### src/rtl/mii_pkg.sv
// Shared definitions for the MII command receiver:
// rx FSM states, CRC constants, framing nibbles, field offsets.
package mii_pkg;

    typedef enum logic [1:0] {
        ST_IDLE,
        ST_PREAMBLE,
        ST_BODY,
        ST_DROP
    } rx_state_t;

    localparam logic [31:0] CRC_POLY    = 32'hedb88320;
    localparam logic [31:0] CRC_RESIDUE = 32'hdebb20e3;

    localparam logic [3:0] NIB_PRE = 4'h5;
    localparam logic [3:0] NIB_SFD = 4'hd;

    localparam int OFS_TYPE_LO = 12;
    localparam int OFS_TYPE_HI = 13;
    localparam int OFS_SEQ     = 14;
    localparam int OFS_OPC     = 15;
    localparam int OFS_CMD0    = 16;
    localparam int OFS_CMD1    = 17;
    localparam int OFS_CMD2    = 18;

    // 19 header/field bytes plus 4 FCS bytes
    localparam int MIN_BYTES = 23;

endpackage

### src/rtl/mii_cmd_rx_if.sv
// Bundle between the PHY receive pins and the command outputs.
// master: receiver side; slave: PHY/consumer side.
interface mii_cmd_rx_if;
    logic [3:0]  mii_D;
    logic        mii_DV;
    logic [19:0] command;
    logic [2:0]  opcode;
    logic [7:0]  seqnum;
    logic        strobe;
    logic        tx_strobe;
    logic [15:0] good_count;
    logic [15:0] bad_count;

    modport master (
        input  mii_D, mii_DV,
        output command, opcode, seqnum,
        output strobe, tx_strobe,
        output good_count, bad_count
    );

    modport slave (
        output mii_D, mii_DV,
        input  command, opcode, seqnum,
        input  strobe, tx_strobe,
        input  good_count, bad_count
    );
endinterface

### src/rtl/mii_crc32_nibble.sv
// Reflected CRC-32 step over one nibble, LSB first.
// Ports: crc_in (32), nibble (4) -> crc_out (32). Combinational.
module mii_crc32_nibble
    import mii_pkg::*;
(
    input  logic [31:0] crc_in,
    input  logic [3:0]  nibble,
    output logic [31:0] crc_out
);

    always_comb begin
        crc_out = crc_in;
        for (int i = 0; i < 4; i++) begin
            if (crc_out[0] ^ nibble[i])
                crc_out = (crc_out >> 1) ^ CRC_POLY;
            else
                crc_out = crc_out >> 1;
        end
    end

endmodule

### src/rtl/mii_cmd_rx.sv
// MII receive: preamble/SFD hunt, byte assembly, FCS and type check,
// command latch. Ports: clk, reset, bus (mii_D/mii_DV in; fields, strobes, counters out).
module mii_cmd_rx
    import mii_pkg::*;
#(
    parameter logic [15:0] ETHERTYPE = 16'h5555,
    parameter int          MAX_BYTES = 1518
) (
    input logic          clk,
    input logic          reset,
    mii_cmd_rx_if.master bus
);

    localparam int BCW = $clog2(MAX_BYTES + 1);

    // Pin register: plain pipeline stage, not reset, so the FSM
    // sees the live DV level right after reset releases.
    logic [3:0] d_r;
    logic       dv_r;

    always_ff @(posedge clk) begin
        d_r  <= bus.mii_D;
        dv_r <= bus.mii_DV;
    end

    rx_state_t state, state_nx;

    logic [31:0]    crc;
    logic [31:0]    crc_next;
    logic [BCW-1:0] byte_cnt;
    logic           nib_hi;
    logic [3:0]     lo_nib;
    logic [7:0]     rx_byte;

    logic [7:0]  type_lo, type_hi;
    logic [7:0]  seq_sh;
    logic [2:0]  op_sh;
    logic [19:0] cmd_sh;

    logic frame_end;
    logic overflow;
    logic frame_ok;
    logic sfd_hit;

    logic        commit_good, commit_bad;
    logic [19:0] cmd_q;
    logic [2:0]  op_q;
    logic [7:0]  seq_q;
    logic        stb_q, tx_stb_q;
    logic [15:0] good_q, bad_q;

    mii_crc32_nibble u_crc (
        .crc_in  (crc),
        .nibble  (d_r),
        .crc_out (crc_next)
    );

    assign rx_byte = {d_r, lo_nib};
    assign sfd_hit = (state == ST_PREAMBLE) && dv_r
                  && (d_r == NIB_SFD);

    assign frame_ok = (byte_cnt >= BCW'(MIN_BYTES))
                   && !nib_hi
                   && ({type_hi, type_lo} == ETHERTYPE)
                   && (crc == CRC_RESIDUE);

    always_ff @(posedge clk) begin
        if (reset)
            state <= ST_DROP;
        else
            state <= state_nx;
    end

    always_comb begin
        state_nx  = state;
        frame_end = 1'b0;
        overflow  = 1'b0;
        unique case (state)
            ST_IDLE: begin
                if (dv_r)
                    state_nx = (d_r == NIB_PRE) ? ST_PREAMBLE
                                                : ST_DROP;
            end
            ST_PREAMBLE: begin
                if (!dv_r)
                    state_nx = ST_IDLE;
                else if (d_r == NIB_SFD)
                    state_nx = ST_BODY;
                else if (d_r != NIB_PRE)
                    state_nx = ST_DROP;
            end
            ST_BODY: begin
                if (!dv_r) begin
                    frame_end = 1'b1;
                    state_nx  = ST_IDLE;
                end else if (nib_hi
                          && byte_cnt == BCW'(MAX_BYTES)) begin
                    // this nibble completes byte MAX_BYTES+1
                    overflow = 1'b1;
                    state_nx = ST_DROP;
                end
            end
            ST_DROP: begin
                if (!dv_r)
                    state_nx = ST_IDLE;
            end
            default: state_nx = ST_DROP;
        endcase
    end

    // Byte assembler, CRC and field shadows. Shadows are only read
    // at commit, which happens before the next BODY can start.
    always_ff @(posedge clk) begin
        if (sfd_hit) begin
            crc      <= '1;
            byte_cnt <= '0;
            nib_hi   <= 1'b0;
        end else if (state == ST_BODY && dv_r) begin
            crc    <= crc_next;
            nib_hi <= ~nib_hi;
            if (!nib_hi) begin
                lo_nib <= d_r;
            end else begin
                byte_cnt <= byte_cnt + 1'b1;
                case (byte_cnt)
                    BCW'(OFS_TYPE_LO): type_lo <= rx_byte;
                    BCW'(OFS_TYPE_HI): type_hi <= rx_byte;
                    BCW'(OFS_SEQ):     seq_sh  <= rx_byte;
                    BCW'(OFS_OPC):     op_sh   <= rx_byte[2:0];
                    BCW'(OFS_CMD0):    cmd_sh[7:0]   <= rx_byte;
                    BCW'(OFS_CMD1):    cmd_sh[15:8]  <= rx_byte;
                    BCW'(OFS_CMD2):    cmd_sh[19:16] <= rx_byte[3:0];
                    default: ;
                endcase
            end
        end
    end

    // Verdict is registered, then applied one edge later.
    always_ff @(posedge clk) begin
        if (reset) begin
            commit_good <= 1'b0;
            commit_bad  <= 1'b0;
            cmd_q       <= '0;
            op_q        <= '0;
            seq_q       <= '0;
            stb_q       <= 1'b0;
            tx_stb_q    <= 1'b0;
            good_q      <= '0;
            bad_q       <= '0;
        end else begin
            commit_good <= frame_end && frame_ok;
            commit_bad  <= (frame_end && !frame_ok) || overflow;
            if (commit_good) begin
                cmd_q    <= cmd_sh;
                op_q     <= op_sh;
                seq_q    <= seq_sh;
                stb_q    <= ~stb_q;
                tx_stb_q <= ~tx_stb_q;
                good_q   <= good_q + 16'd1;
            end
            if (commit_bad)
                bad_q <= bad_q + 16'd1;
        end
    end

    assign bus.command    = cmd_q;
    assign bus.opcode     = op_q;
    assign bus.seqnum     = seq_q;
    assign bus.strobe     = stb_q;
    assign bus.tx_strobe  = tx_stb_q;
    assign bus.good_count = good_q;
    assign bus.bad_count  = bad_q;

endmodule

### src/flat_wrapper.sv
// flat-port wrapper written by rule: the top's interface ports become plain ports
module mii_cmd_rx_flat import mii_pkg::*;
#(
    parameter logic [15:0] ETHERTYPE = 16'h5555,
    parameter int          MAX_BYTES = 1518
)
  (clk, reset, bus_mii_D, bus_mii_DV, bus_command, bus_opcode, bus_seqnum, bus_strobe, bus_tx_strobe, bus_good_count, bus_bad_count);
  mii_cmd_rx_if bus_i ();
  input logic clk;
  input logic reset;
  input wire logic [$bits(bus_i.mii_D)-1:0] bus_mii_D;
  input wire logic [$bits(bus_i.mii_DV)-1:0] bus_mii_DV;
  output wire logic [$bits(bus_i.command)-1:0] bus_command;
  output wire logic [$bits(bus_i.opcode)-1:0] bus_opcode;
  output wire logic [$bits(bus_i.seqnum)-1:0] bus_seqnum;
  output wire logic [$bits(bus_i.strobe)-1:0] bus_strobe;
  output wire logic [$bits(bus_i.tx_strobe)-1:0] bus_tx_strobe;
  output wire logic [$bits(bus_i.good_count)-1:0] bus_good_count;
  output wire logic [$bits(bus_i.bad_count)-1:0] bus_bad_count;
  assign bus_i.mii_D = bus_mii_D;
  assign bus_i.mii_DV = bus_mii_DV;
  assign bus_command = bus_i.command;
  assign bus_opcode = bus_i.opcode;
  assign bus_seqnum = bus_i.seqnum;
  assign bus_strobe = bus_i.strobe;
  assign bus_tx_strobe = bus_i.tx_strobe;
  assign bus_good_count = bus_i.good_count;
  assign bus_bad_count = bus_i.bad_count;
  mii_cmd_rx #(.ETHERTYPE(ETHERTYPE), .MAX_BYTES(MAX_BYTES)) u_core (.clk(clk), .reset(reset), .bus(bus_i));
endmodule
### config.mk
export PLATFORM = sky130hd
export DESIGN_NAME = mii_cmd_rx_flat
export DESIGN_NICKNAME = d
export VERILOG_FILES = /design/src/rtl/mii_pkg.sv /design/src/rtl/mii_cmd_rx_if.sv /design/src/rtl/mii_crc32_nibble.sv /design/src/rtl/mii_cmd_rx.sv /design/src/flat_wrapper.sv
export SDC_FILE = /design/constraint.sdc
export NUM_CORES = 1
export LEC_CHECK = 0
export CAP_MARGIN = 20
export CORE_MARGIN = 2
export CORE_UTILIZATION = 55
export DETAILED_ROUTE_END_ITERATION = 10
export PLACE_DENSITY_LB_ADDON = 0.2
export SYNTH_ARGS = -nofsm -noshare
export SYNTH_HDL_FRONTEND = slang
export SYNTH_SLANG_ARGS = --single-unit
### constraint.sdc
create_clock -name clk -period 3.11 [get_ports clk]
set_input_delay 0.7775 -clock clk [delete_from_list [all_inputs] [get_ports clk]]
set_output_delay 0.7775 -clock clk [all_outputs]
set_load 0.005 [all_outputs]
## Word level (Yosys, flattened, before mapping)

Cells that the tools add are included.
W data, S select, Z words.

| cells by class | value |
|---|---|
| add/sub/neg operators | 3 |
| order comparisons | 1 |
| equality and inequality tests | 20 |
| multiplexer cells | 18 |
| bitwise operators | 12 |
| reduce and logical (&&, ||, !) cells | 23 |

Operator list:

| cell | number |
|---|---|
| $mux W32 | 4 |
| $not A13 Y14 | 4 |
| $eq A11 B4 Y1 const B | 4 |
| $eq A11 B5 Y1 const B | 3 |
| $add A16 B1 Y16 const B | 2 |
| $eq A32 B32 Y1 const B | 1 |
| $reduce_and A4 Y1 | 8 |
| $eq A16 B15 Y1 const B | 1 |
| $mux W2 | 8 |
| $add A11 B1 Y11 const B | 1 |
| $eq A11 B11 Y1 const B | 1 |
| $ge A11 B5 Y1 const B | 1 |
| $logic_and A1 B1 Y1 | 9 |
| $pmux W2 S4 | 1 |
| $mux W1 | 5 |
| $eq A2 B2 Y1 const B | 2 |
| $eq A4 B3 Y1 const B | 1 |
| $eq A4 B4 Y1 const B | 1 |
| $ne A4 B3 Y1 const B | 1 |
| $ne A4 B4 Y1 const B | 1 |
| $not A1 Y1 | 4 |
| $xor A1 B1 Y1 | 4 |
| $ne A3 B3 Y1 const B | 1 |
| $reduce_and A3 Y1 | 1 |
| 7 further kinds | 8 |

| word-level totals | value |
|---|---|
| register bits after elaboration | 169 |
| bits of input ports | 7 |
| output and inout bits | 65 |
| word-level logic and storage cells | 100 |

## Longest topological paths before layout

Gate-level depths: netlist of run 1.

| depth | value |
|---|---|
| depth after elaboration | 8 |
| depth in mapped cells | 7 |
| mapped depth without buffers | 6 |

## Cells and area by module

A second synthesis of run 1 with hierarchy kept.

| second synthesis, totals | value |
|---|---|
| cell total of the unflattened synthesis | 625 |
| area, all modules | 7030.5 um^2 |

By module, submodules not included:

| module | times used | cells each | area an instance (um^2) | seq. area each (um^2) |
|---|---|---|---|---|
| mii_cmd_rx | 1 | 575 | 6203.4 | 3893.7 |
| mii_crc32_nibble | 1 | 50 | 827.0 | 0.0 |

## Worst setup path after synthesis of run 1

OpenSTA, ideal clock, no wires.

| timing path | value |
|---|---|
| kind | reg2reg |
| start | register u_core.d_r[1] |
| end | register u_core.seq_sh[0] (enable) |
| library setup time | 0.383 ns |
| arrival time | 1.775 ns |
| required time | 2.727 ns |
| slack | 0.952 ns |
| cell stages (with the launch flop) | 5 |
| buffers on the path | 1 |
| period minus slack after synthesis | 2.158 ns |
| path through | dfxtp_1 > and4bb_2 > and4_1 > buf_2 > nor3_1 |

| between the ends | value |
|---|---|
| word-level cells in the longest chain between the ends | 4 |

RTL lines:

| what | RTL line | text |
|---|---|---|
| start, declared | mii_cmd_rx.sv:18 | `logic [3:0] d_r;` |
| start signal, assigned | mii_cmd_rx.sv:22 | `d_r <= bus.mii_D;` |
| $eq A4 B4 Y1 | mii_cmd_rx.sv:60 | `&& (d_r == NIB_SFD);` |
| $logic_and A1 B1 Y1 | mii_cmd_rx.sv:60 |  |
| $not A1 Y1 (no source line) | -- |  |
| $reduce_and A4 Y1 (no source line) | -- |  |
| end signal, assigned | mii_cmd_rx.sv:128 | `BCW'(OFS_SEQ): seq_sh <= rx_byte;` |
| end, declared | mii_cmd_rx.sv:36 | `logic [7:0] seq_sh;` |

No other way between the ends.
A chain may end at the register's enable or synchronous reset.

## Final worst setup path of run 1

| timing path | value |
|---|---|
| start | register u_core.byte_cnt[7] |
| end | register u_core.cmd_sh[3] (enable) |

| between the ends | value |
|---|---|
| word-level cells in the longest chain between the ends | 2 |

RTL lines:

| what | RTL line | text |
|---|---|---|
| start, declared | mii_cmd_rx.sv:30 | `logic [BCW-1:0] byte_cnt;` |
| start signal, assigned | mii_cmd_rx.sv:124 | `byte_cnt <= byte_cnt + 1'b1;` |
| $eq A11 B5 Y1 | mii_cmd_rx.sv:125 | `case (byte_cnt)` |
| $reduce_and A4 Y1 (no source line) | -- |  |
| end signal, assigned | mii_cmd_rx.sv:130 | `BCW'(OFS_CMD0): cmd_sh[7:0] <= rx_byte;` |
| end, declared | mii_cmd_rx.sv:38 | `logic [19:0] cmd_sh;` |

No other way between the ends.

==> results of run 1 <==
synth_stat cells, drive strengths merged, types with 8 or more instances:
cell / n
inv: 8
nor3: 9
dfxtp: 118
nor2: 85
xor2: 31
clkbuf: 13
nand4: 18
nand2: 38
nand3: 17
mux2i: 33
a21oi: 21
o21ai: 23
xnor2: 32
o211ai: 12
edfxtp: 51
buf: 15
logic make-up (layout without fill, tap and decap cells):
| family | after synthesis | count (layout) | synth area share [%] |
|---|---|---|---|
| xor gates and xnor gates | 67 | 67 | 10.6 |
| DFF | 169 | 169 | 58.4 |
| AOI/OAI and AO/OA | 64 | 64 | 5.59 |
| muxes | 37 | 37 | 5.63 |
| and+or+nand+nor | 217 | 217 | 16.5 |
| buffers and inverters | 36 | 122 | 2.21 |
| adders and majority gates | 6 | 6 | 1.13 |
per-layer routing:
layer	vias up	wire (µm)
met5	-	0
met4	0	114
met3	8	538
met2	98	6370
met1	2229	6010
li1	2239	-
cell type report:
type                            count  share of cell area [%]
Tap cell                          147                    2.27
Clock inverter                     15                    2.07
Inverter                            8                   0.370
Timing Repair Buffer               82                    9.68
Clock buffer                       17                    5.24
Multi-Input combinational cell    391                    32.4
Sequential cell                   169                    48.0
power by group:
part           internal [W]  total [W]  leakage (nW)  switching (W)
Combinational      0.000629    0.00120          1.18       0.000569
Sequential          0.00252    0.00279          1.42       0.000273
Clock               0.00115    0.00209         0.289       0.000941
placed cells by master (no fill, tap or decap), drive strengths merged, types with 3 or more instances in the layout:
| master | synthesis | routed |
|---|---|---|
| a21oi | 21 | 21 |
| and3 | 6 | 6 |
| and4 | 5 | 5 |
| and4b | 3 | 3 |
| buf | 15 | 12 |
| clkbuf | 13 | 17 |
| clkdlybuf4s50 | 0 | 70 |
| dfxtp | 118 | 118 |
| edfxtp | 51 | 51 |
| ha | 6 | 6 |
| inv | 8 | 19 |
| mux2 | 4 | 4 |
| mux2i | 33 | 33 |
| nand2 | 38 | 38 |
| nand3 | 17 | 17 |
| nand4 | 18 | 18 |
| nor2 | 85 | 85 |
| nor2b | 3 | 3 |
| nor3 | 9 | 9 |
| nor4 | 7 | 7 |
| nor4bb | 6 | 6 |
| o211ai | 12 | 12 |
| o21ai | 23 | 23 |
| or3 | 7 | 7 |
| xnor2 | 32 | 32 |
| xnor3 | 4 | 4 |
| xor2 | 31 | 31 |
sequential cells by signal, summed over array words and instances, names as in the netlist, 3 cells and up:
| signal | cells |
|---|---|
| u_core.bus.good_count | 16 |
| u_core.type_lo | 8 |
| u_core.bus.bad_count | 16 |
| u_core.lo_nib | 4 |
| u_core.type_hi | 8 |
| u_core.cmd_sh | 20 |
| u_core.bus.opcode | 3 |
| u_core.seq_sh | 8 |
| u_core.op_sh | 3 |
| u_core.bus.command | 20 |
| u_core.d_r | 4 |
| u_core.bus.seqnum | 8 |
| u_core.byte_cnt | 11 |
| u_core.crc | 32 |
path summary, 6_finish.rpt:
path | cells after the start | slack, ns | to
setup / recovery | 4 | 0.83 | u_core.cmd_sh[3]
hold / removal | 2 | 0.48 | u_core.bus.seqnum[5]
setup reg to reg | 4 | 0.83 | u_core.cmd_sh[3]
hold reg to reg | 2 | 0.48 | u_core.bus.seqnum[5]
stage by stage:
step | setup slack, ns | cell area [µm²] | hold WS, ns | util [%]
final | 0.827 | 8120 | 0.482 | 68.2
after global routing | 0.712 | 8120 | 0.507 | 68.2
after CTS | 0.590 | 8110 | 0.485 | 68.1
after detailed placement | 0.606 | 7520 | 0.474 | 63.1
after global placement | 0.692 | 7520 | 0.463 | 63.1
after floorplan | 0.952 | 6670 | 0.455 | -
critical path, delay by kind of cell (launching register included):
family | cells | cell delay (ns)
simple gates | 4 | 1.58
flops | 1 | 0.35
==> flow_summary.json, run 1 <==
{
  "critPathSlowestCell": "nor2_1",
  "antenna_found_initial": 0,
  "avgSynthCellArea_um2": 11.2,
  "io_buffer_count": 71,
  "tightest_slew_ns": 0.730,
  "fin_nets": 682,
  "cts_made_buffers": 17,
  "cts_setup_buffers": 0,
  "r2r_start": "u_core.byte_cnt[7]",
  "setup_tns_ns": 0,
  "cap_violations": 0,
  "drtAntennaViolNets": 0,
  "cts_root_buf": "clkbuf_16",
  "clk_path_buf_depth": 2,
  "gr-total-overflow": 0,
  "vias": 4574,
  "finalHoldViolations": 0,
  "area_growth_pct": 21.7,
  "dp.cells": 796,
  "cts_sinks": 169,
  "routedWlPerCell_um": 15.7,
  "clkTransAtPathRegs_ns": 0.07,
  "gr-usage-all-layers_pct": 21.4,
  "path_cells": "or4_1, nor3_2, nand3_1, nor2_1",
  "post-dp-hpwl_um": 9140,
  "synth_cells": 596,
  "die_width_um": 114,
  "place_congestion": 0.859,
  "grt_max_degree": 37,
  "min_period_ns": 2.28,
  "cts-htree-levels": 4,
  "criticalPathCategory": "reg -> reg",
  "skew_ns": 0.0116,
  "status": "finished clean",
  "core_area_um2": 11900,
  "grtUsageMet1_pct": 27.3,
  "required_ns": 3.17,
  "yosysUniqueCellTypes": 49,
  "min_from": "u_core.seq_sh[5]",
  "seqCellArea_um2": 3890,
  "drive_above_1_share_pct": 8.65,
  "slowest_delay_ns": 0.61,
  "dieArea_um2": 13000,
  "instances_no_fill": 829,
  "synth_fp_nets": 609,
  "insertion_delay_ns": 0.43,
  "period_share_pct": 73.4,
  "fmax_ghz": 0.438,
  "arrival_ns": 2.34,
  "multi_input_area_um2": 2630,
  "cts_resized": 0,
  "num_rows": 40,
  "critPathCaptureType": "flop",
  "max-vdd-ir-drop_v": 0.000635,
  "p_leak_nw": 2.89,
  "powerDensity_nw_per_um2": 749,
  "yosys-top-cells-area": "dfxtp_1, edfxtp_1, mux2i_1, nor2_1, xor2_1",
  "io_pins": 72,
  "rsz0062_at_grt": "false",
  "ys_seq_area_share_pct": 58.4,
  "yosysTopAreaCell": "dfxtp_1",
  "synth_edf_count": 51,
  "critPathLaunch": "u_core.byte_cnt[7]",
  "drcViolationCount": 0,
  "start_util_pct": 56.0,
  "first_global_vias": 4392,
  "die_h_um": 114,
  "drtPass1Iterations": 5,
  "vias_per_cell": 5.52,
  "drtIter0Drc": 363,
  "final_max_slew_viol_count": 0,
  "yosys_warnings": 0,
  "cts_tree": "done",
  "grt_pass1_wl_um": 21700,
  "top_usage_layer": "met2",
  "cts-hold-fix-buffers": 0,
  "grt_use_met2_pct": 35.4,
  "slew_headroom_pct": 51.2,
  "crit_path_start_kind": "flop",
  "synth_area_um2": 6670,
  "use_met3_pct": 5.51,
  "synth_flop_cell": "dfxtp_1",
  "crit_fanout": 8,
  "min_path_type": "reg -> reg",
  "ys_seq_elements": 169,
  "setup_viol": 0,
  "p_total_w": 0.00608,
  "yosysTopAreaCellShare_pct": 35.4,
  "synth-async-reset-ratio_pct": 0,
  "finalWirelength_um": 13000,
  "n_fill_cell": 888,
  "antenna_cells": 0
}
Power figures use the tool's default switching activity.
==> run 2, diff against run 1 <==
Settings changed: CORE_UTILIZATION 55 to 51.
Clock period 3.11 ns to 2.1 ns, I/O delays scaled along.
==> run 2 against run 1 <==
Net effect:
- total power increased by 53%
- hold slack improved by 0.0017 ns
- clock power increased by 61%
- first-iteration DRC count decreased by 8.8%
- sequential share of layout area decreased by 0.98 points
- critical path depth unchanged
- clock skew decreased by 0.0053 ns
- critical path type unchanged
- largest cell class unchanged
==> flow_summary.json, run 2 (synthesis gave the netlist of run 1 again) <==
{
  "cap_violations": 0,
  "use_met3_pct": 4.78,
  "finalHoldViolations": 0,
  "vias_per_cell": 5.20,
  "insertion_delay_ns": 0.42,
  "dieArea_um2": 14000,
  "cts_root_buf": "clkbuf_16",
  "cts_sinks": 169,
  "fin_nets": 691,
  "min_from": "u_core.cmd_sh[15]",
  "setup_viol": 0,
  "antenna_cells": 0,
  "reg2reg_setup_slack_ns": 0.15,
  "slew_headroom_pct": 60.1,
  "core_area_um2": 12700,
  "crit_fanout": 5,
  "min_path_type": "reg -> reg",
  "holdPathEnd": "u_core.bus.command[15]",
  "rsz0062_at_grt": "false",
  "vias": 4485,
  "min_period_ns": 1.95,
  "reg2reg_depth": 4,
  "mostFrequentLayoutCells": "dfxtp_1, nor2_1, clkdlybuf4s50_1, edfxtp_1, nand2_1",
  "final_max_slew_viol_count": 0,
  "tightest_slew_ns": 0.596,
  "start_util_pct": 52.4,
  "drtIter0Drc": 331,
  "drive_above_1_share_pct": 9.99,
  "clkTransAtPathRegs_ns": 0.06,
  "required_ns": 2.19,
  "p_leak_nw": 2.97,
  "skew_ns": 0.00634,
  "setup_tns_ns": 0,
  "fmax_ghz": 0.512,
  "grt_pass1_wl_um": 21700,
  "finalWirelength_um": 13000,
  "whs_path_depth": 2,
  "io_buffer_count": 71,
  "cts-htree-levels": 4,
  "post-place-ws_ns": 0.0885,
  "r2r-end": "u_core.cmd_sh[19]",
  "grt_use_met2_pct": 31.3,
  "finalWorstSetupSlack_ns": 0.149,
  "num_rows": 41,
  "io_pins": 72,
  "largest_register_ffs": 32,
  "place_congestion": 0.814,
  "routedWlPerCell_um": 15.0,
  "gr-usage-all-layers_pct": 19.3,
  "die_h_um": 118,
  "drtPass1Iterations": 4,
  "arrival_ns": 2.04,
  "period_share_pct": 92.9,
  "drcViolationCount": 0,
  "powerDensity_nw_per_um2": 1120,
  "drtAntennaViolNets": 0,
  "clk_path_buf_depth": 2,
  "layout_commonest_cell": "dfxtp_1",
  "critPathCaptureType": "flop",
  "first_global_vias": 4351,
  "n_fill_cell": 1036,
  "status": "finished clean",
  "grt_max_degree": 38,
  "cts_tree": "done",
  "max-vdd-ir-drop_v": 0.000994,
  "crit_path_start_kind": "flop",
  "die_width_um": 118,
  "top_register": "u_core.crc",
  "grtUsageMet1_pct": 25.6,
  "area_growth_pct": 24.2,
  "gr-total-overflow": 0,
  "p_total_w": 0.00927,
  "r2r_start": "u_core.byte_cnt[7]",
  "criticalPathCategory": "reg -> reg",
  "antenna_found_initial": 0,
  "cts_made_buffers": 17,
  "top_usage_layer": "met2",
  "post-dp-hpwl_um": 8910
}
-- run 2: cell count changes in the layout (fill, tap and decap cells not counted), moves of 2 or more --
cell       change
buf_4         +10
bufinv_16      +3
clkinv_2       +2
inv_8          -6
nor3_1         -2
nor3_2         +2
-- run 2: critical path, cell delays in order, from the launching register on --
cell	delay [ns]
dfxtp_1	0.34
or4_1	0.55
nor3_2	0.24
nand3_1	0.19
nor2_1	0.31
-- run 2: where the power goes --
group | switching [W] | total, W | leakage [nW] | internal [W]
Combinational | 0.000829 | 0.00177 | 1.23 | 0.000945
Sequential | 0.000399 | 0.00413 | 1.42 | 0.00373
Clock | 0.00126 | 0.00337 | 0.318 | 0.00211
-- run 2: final cells by class --
type                       instances  area, µm²  area share (%)
sequential                       169       3890            47.0
multi-input combinational        391       2640            31.9
tap                              172        215            2.60
inverter                           8       30.0           0.362
timing repair buffer              91        856            10.3
clock buffer                      20        468            5.65
clock inverter                    12        184            2.22
-- run 2: how the worst max path moves through the flow --
stage,from,to
CTS,u_core.byte_cnt[7],u_core.op_sh[2]
detailed placement,u_core.byte_cnt[7],u_core.op_sh[1]
finish,u_core.byte_cnt[7],u_core.cmd_sh[19]
global placement,u_core.byte_cnt[7],u_core.op_sh[0]
floorplan,u_core.byte_cnt[7],u_core.cmd_sh[0]
global route,u_core.byte_cnt[7],u_core.cmd_sh[19]
-- run 2: metal layers --
layer | share of wire, % | vias up
met1 | 46 | 2135
li1 | - | 2251
met5 | 0 | -
met4 | 1.5 | 0
met2 | 48 | 82
met3 | 3.9 | 17
-- run 2: what timing repair did --
item / CTS / global route
endpoints found under the setup margin: 0 / 3
buffers inserted: 0 / 0
hold buffers: 0 / 0
resized for setup: 0 / 1
-- run 2: metrics by stage --
step / cell area [µm²] / hold slack, ns / cells / util, %
after floorplan: 6680 / 0.455 / 596 / -
after global placement: 7630 / 0.465 / 831 / 60.0
after detailed placement: 7630 / 0.470 / 831 / 60.0
after CTS: 8280 / 0.487 / 863 / 65.1
after global routing: 8290 / 0.501 / 863 / 65.2
final: 8290 / 0.483 / 863 / 65.2
